==> src/rtl/serial_subtractor_pkg.sv <==
// Shared types and constants for the bit-serial subtractor: FSM encoding and
// the bit-counter width helper.
package serial_subtractor_pkg;

    typedef enum logic [1:0] {
        ST_IDLE = 2'd0,
        ST_RUN  = 2'd1,
        ST_DONE = 2'd2
    } state_e;

    function automatic int clog2(input int value);
        int r;
        r = 0;
        while ((1 << r) < value) begin
            r++;
        end
        return r;
    endfunction

    // A single-bit operand still needs a one-bit counter.
    function automatic int cnt_width(input int w);
        return (clog2(w) < 1) ? 1 : clog2(w);
    endfunction

endpackage

==> src/rtl/serial_subtractor_full_subtractor.sv <==
// One-bit full subtractor cell: diff = a - b - bin, with borrow-out.
module full_subtractor (
    input  logic a,
    input  logic b,
    input  logic bin,
    output logic diff,
    output logic bout
);

    assign diff = a ^ b ^ bin;
    assign bout = (~a & b) | (~(a ^ b) & bin);

endmodule

==> src/rtl/serial_subtractor.sv <==
// Bit-serial W-bit subtractor: one full-subtractor cell plus a borrow flop,
// LSB first, with valid/ready handshakes on both sides.
module serial_subtractor
    import serial_subtractor_pkg::*;
#(
    parameter int W = 8
) (
    input  logic         clk,
    input  logic         rst,
    input  logic         in_valid,
    output logic         in_ready,
    input  logic [W-1:0] a,
    input  logic [W-1:0] b,
    input  logic         bin,
    output logic         out_valid,
    input  logic         out_ready,
    output logic [W-1:0] diff,
    output logic         bout,
    output logic         overflow
);

    localparam int            CW   = cnt_width(W);
    localparam logic [CW-1:0] LAST = CW'(W - 1);

    state_e        state_q, state_d;
    logic [W-1:0]  a_sr_q, a_sr_d;
    logic [W-1:0]  b_sr_q, b_sr_d;
    logic [W-1:0]  d_sr_q, d_sr_d;
    logic          br_q, br_d;
    logic [CW-1:0] cnt_q, cnt_d;
    logic          a_msb_q, a_msb_d;
    logic          b_msb_q, b_msb_d;
    logic          ovf_q, ovf_d;

    logic          cell_d;
    logic          cell_b;
    logic [W:0]    d_shift;

    full_subtractor u_cell (
        .a    (a_sr_q[0]),
        .b    (b_sr_q[0]),
        .bin  (br_q),
        .diff (cell_d),
        .bout (cell_b)
    );

    // Concatenate-then-slice keeps the result shift legal for W == 1.
    assign d_shift = {cell_d, d_sr_q};

    always_comb begin
        // NOTE: every signal gets its hold value first, so no path through the
        // case statement can leave one unassigned and infer a latch.
        state_d   = state_q;
        a_sr_d    = a_sr_q;
        b_sr_d    = b_sr_q;
        d_sr_d    = d_sr_q;
        br_d      = br_q;
        cnt_d     = cnt_q;
        a_msb_d   = a_msb_q;
        b_msb_d   = b_msb_q;
        ovf_d     = ovf_q;
        in_ready  = 1'b0;
        out_valid = 1'b0;

        case (state_q)
            ST_IDLE: begin
                in_ready = 1'b1;
                if (in_valid) begin
                    a_sr_d  = a;
                    b_sr_d  = b;
                    br_d    = bin;
                    cnt_d   = '0;
                    a_msb_d = a[W-1];
                    b_msb_d = b[W-1];
                    state_d = ST_RUN;
                end
            end
            ST_RUN: begin
                d_sr_d = d_shift[W:1];
                a_sr_d = a_sr_q >> 1;
                b_sr_d = b_sr_q >> 1;
                br_d   = cell_b;
                cnt_d  = cnt_q + 1'b1;
                if (cnt_q == LAST) begin
                    // Signed overflow: operand signs differ and result sign follows b.
                    ovf_d   = (a_msb_q != b_msb_q) && (cell_d != a_msb_q);
                    state_d = ST_DONE;
                end
            end
            ST_DONE: begin
                out_valid = 1'b1;
                if (out_ready) begin
                    state_d = ST_IDLE;
                end
            end
            default: state_d = ST_IDLE;
        endcase
    end

    always_ff @(posedge clk) begin
        // NOTE: non-blocking assignments so every flop samples pre-edge values.
        if (rst) begin
            state_q <= ST_IDLE;
            a_sr_q  <= '0;
            b_sr_q  <= '0;
            d_sr_q  <= '0;
            br_q    <= 1'b0;
            cnt_q   <= '0;
            a_msb_q <= 1'b0;
            b_msb_q <= 1'b0;
            ovf_q   <= 1'b0;
        end else begin
            state_q <= state_d;
            a_sr_q  <= a_sr_d;
            b_sr_q  <= b_sr_d;
            d_sr_q  <= d_sr_d;
            br_q    <= br_d;
            cnt_q   <= cnt_d;
            a_msb_q <= a_msb_d;
            b_msb_q <= b_msb_d;
            ovf_q   <= ovf_d;
        end
    end

    assign diff     = d_sr_q;
    assign bout     = br_q;
    assign overflow = ovf_q;

endmodule

==> config.mk <==
export PLATFORM = sky130hd
export DESIGN_NAME = serial_subtractor
export DESIGN_NICKNAME = d
export VERILOG_FILES = /design/src/rtl/serial_subtractor_pkg.sv /design/src/rtl/serial_subtractor_full_subtractor.sv /design/src/rtl/serial_subtractor.sv
export SDC_FILE = /design/constraint.sdc
export NUM_CORES = 1
export LEC_CHECK = 0
export ABC_AREA = 1
export CORE_MARGIN = 2
export CORE_UTILIZATION = 25
export DETAILED_ROUTE_END_ITERATION = 10
export PLACE_DENSITY = 0.47
export SYNTH_ARGS = -nofsm -noshare
export SYNTH_HDL_FRONTEND = slang
export SYNTH_SLANG_ARGS = --single-unit
export TNS_END_PERCENT = 1
==> constraint.sdc <==
create_clock -name clk -period 1.6 [get_ports clk]
set_input_delay 0.48 -clock clk [delete_from_list [all_inputs] [get_ports clk]]
set_output_delay 0.48 -clock clk [all_outputs]
set_load 0.1 [all_outputs]
==> impl_metrics.tcl <==
set metrics [dict create \
    cp.arrival_ps 1050 \
    root_buffer "clkbuf_8" \
    worstHoldStart "b_sr_q[7]$_SDFFE_PP0P_" \
    tritoncts.num_buffers 5 \
    synthSimpleGateAreaFrac 0.3640 \
    ys_seq_area_frac 0.4224 \
    grt-ovfl-total 0 \
    io_buffers 32 \
    synth_top_family_by_area "simple AND/OR/NAND/NOR gates" \
    finalHoldViolCount 0 \
    r2r_end "overflow$_SDFFE_PP0P_" \
    cts_sinks 33 \
    design.die.area_sq_um 6905 \
    hold_ws_ps 466.2 \
    hold_depth 2 \
    core_area_sq_um 5991 \
    synth_mux_area_frac 0 \
    synthAdderAreaFrac 0.02880 \
    finalCritPeriodShare 0.9569 \
    rsz0062_at_grt "false" \
    grt_use_total 0.1107 \
    reg2reg_from "b_sr_q[0]$_SDFFE_PP0P_" \
    fin_total_pwr_mw 2.355 \
    clock.fmax_mhz 653.1 \
    synth.largest_area_cell "dfxtp_1" \
    grt_max_degree 25 \
    grt_pass1_wl_um 6058 \
    detailroute.via_count 1435 \
    num_rows 28 \
    ant_nets 0 \
    avgRoutedWirePerCell_um 10.40 \
    drt-total-wl_um 3652 \
    die_x_um 83.10 \
    min-delay-path-class "flip-flop to flip-flop" \
    synth-compound-area-share 0.06800 \
    slew_headroom 0.7640 \
    cp_max_fo 10 \
    start_util 0.2611 \
    p_leak_nw 1.040 \
    synth_fp_nets 263 \
    fin_area_sq_um 2266 \
    drtIter0Drc 60 \
    cp-start-kind "flip-flop" \
    synth_xor_xnor_area_share 0 \
    max-vdd-ir-drop_uv 482.8 \
    syn-cell-area_sq_um 1564 \
    finalSetupViolCount 0 \
    antenna_found_initial 0 \
    yosysWarnings 0 \
    drv_cap 0 \
    postCtsHoldBufs 0 \
    fillers 639 \
    drive_gt1_frac 0.1304 \
    htree_levels 2 \
    clock_skew_ps 6.086 \
    cts_tree "built" \
    grt_pass1_vias 1318 \
    area_growth_pct 44.88 \
    netlist_top_cells_area "dfxtp_1 42%, nand2_1 17%, nor2_1 12%" \
    place_congestion 0.7350 \
    die_h_um 83.10 \
    path_class "flip-flop to output pin" \
    clock_latency_ps 290 \
    powerDensity_nw_per_um2 1039 \
    firstDrtPassIters 4 \
    cp-end-kind "output pin" \
    tightest_slew_ps 353.7 \
    antenna_cells 0 \
    via_per_inst 4.088 \
    placed_area_sq_um 2132 \
    reg2reg_slack_ps 190 \
    ys_ff_latch 33 \
    crit_required_ps 1120 \
    synth.avg_cell_area_sq_um 6.544 \
    synthCells 239 \
    ios 33 \
    min_period_ps 1531 \
    hold-path-endpoint "b_sr_q[7]$_SDFFE_PP0P_" \
    drv_slew 0 \
    cts.clk_slew.worst_paths_ps 70 \
    ys_types 15 \
    dpl.hpwl_um 2507 \
    synth_top_area_frac 0.4224 \
    clock_path_buffers 2 \
    reg2reg_depth 7 \
    status "finished, final reports clean" \
    fin_nets 299 \
    drc_errors 0 \
]
cell usage after synthesis (all sizes together):
cell   instances
nor2          50
buf           12
dfxtp         33
o21ai         10
inv           28
ha             2
a21oi          9
nand3         21
fa             1
nand2         73
routing by layer:
metal / global-route usage / wire length [um] / vias up
met5: 0 / 0 / -
met4: 0.05365 / 76 / 0
met3: 0.03877 / 159 / 6
met2: 0.1679 / 1567 / 24
met1: 0.1394 / 1848 / 611
li1: - / - / 794
worst max-delay path by stage:
stage	start	to	slack (ps)
2_1_floorplan	state_q[0]$_SDFFE_PP0P_	in_ready	-160
3_3_place_gp	in_valid	a_sr_q[5]$_SDFFE_PP0P_	20
3_5_place_dp	in_valid	a_sr_q[5]$_SDFFE_PP0P_	6
4_1_cts	state_q[1]$_SDFFE_PP0P_	out_valid	40
5_1_grt	state_q[1]$_SDFFE_PP0P_	out_valid	10
6_report	state_q[1]$_SDFFE_PP0P_	out_valid	70
logic make-up after synthesis:
logic type               count (synthesis)
flip-flops                              33
AO/OA/AOI/OAI                           19
buffers and inverters                   40
adder cells (fa/ha/maj)                  3
AND/OR/NAND/NOR                        144
cells in the final DEF, fill, tap and decap left out, drive strengths merged:
| master | n |
|---|---|
| a21oi | 9 |
| buf | 21 |
| bufinv | 1 |
| clkbuf | 7 |
| clkdlybuf4s50 | 20 |
| dfxtp | 33 |
| fa | 1 |
| ha | 2 |
| inv | 28 |
| nand2 | 73 |
| nand3 | 21 |
| nor2 | 50 |
| o21ai | 10 |
stage by stage:
step	worst slack [ps]	instances	util	TNS (ps)
after global routing	13.85	351	0.3782	0
after CTS	35.42	351	0.3778	0
after detailed placement	5.894	343	0.3559	0
final	68.89	351	0.3782	0
after floorplan	-158.4	239	-	-990.1
after global placement	16.44	343	0.3559	0
worst max-delay path, cell delays in order (launching register included):
cell and delay, ps:
dfxtp_4 370, inv_4 70, nor2_4 120, buf_12 180
area by class of cell:
type	count	area, sq um	share of cell area
flip-flops and latches	33	666.9	0.2943
well taps	75	93.84	0.04141
multi-input cells	166	735.7	0.3247
inverters	28	107.6	0.04749
repair buffers	41	545.5	0.2408
clock inverters	1	30.03	0.01325
clock buffers	7	86.33	0.03810
where the power goes:
part	switching [mW]	internal (mW)	leakage, nW
Sequential	0.0524	0.886	0.274
Clock	0.320	0.508	0.0585
Combinational	0.348	0.241	0.708
registers in the layout, indices dropped and copies added, names as in the netlist:
| signal | count |
|---|---|
| bout | 1 |
| overflow | 1 |
| state_q | 2 |
| cnt_q | 3 |
| b_msb_q | 1 |
| a_msb_q | 1 |
| a_sr_q | 8 |
| diff | 8 |
| b_sr_q | 8 |
repair_timing:
item,4_1_cts,5_1_grt
cloned,0,0
endpoints found under the setup margin,2,1
resized for setup,5,1
setup buffers,0,0
No activity file was read; power rests on OpenSTA's default activity.
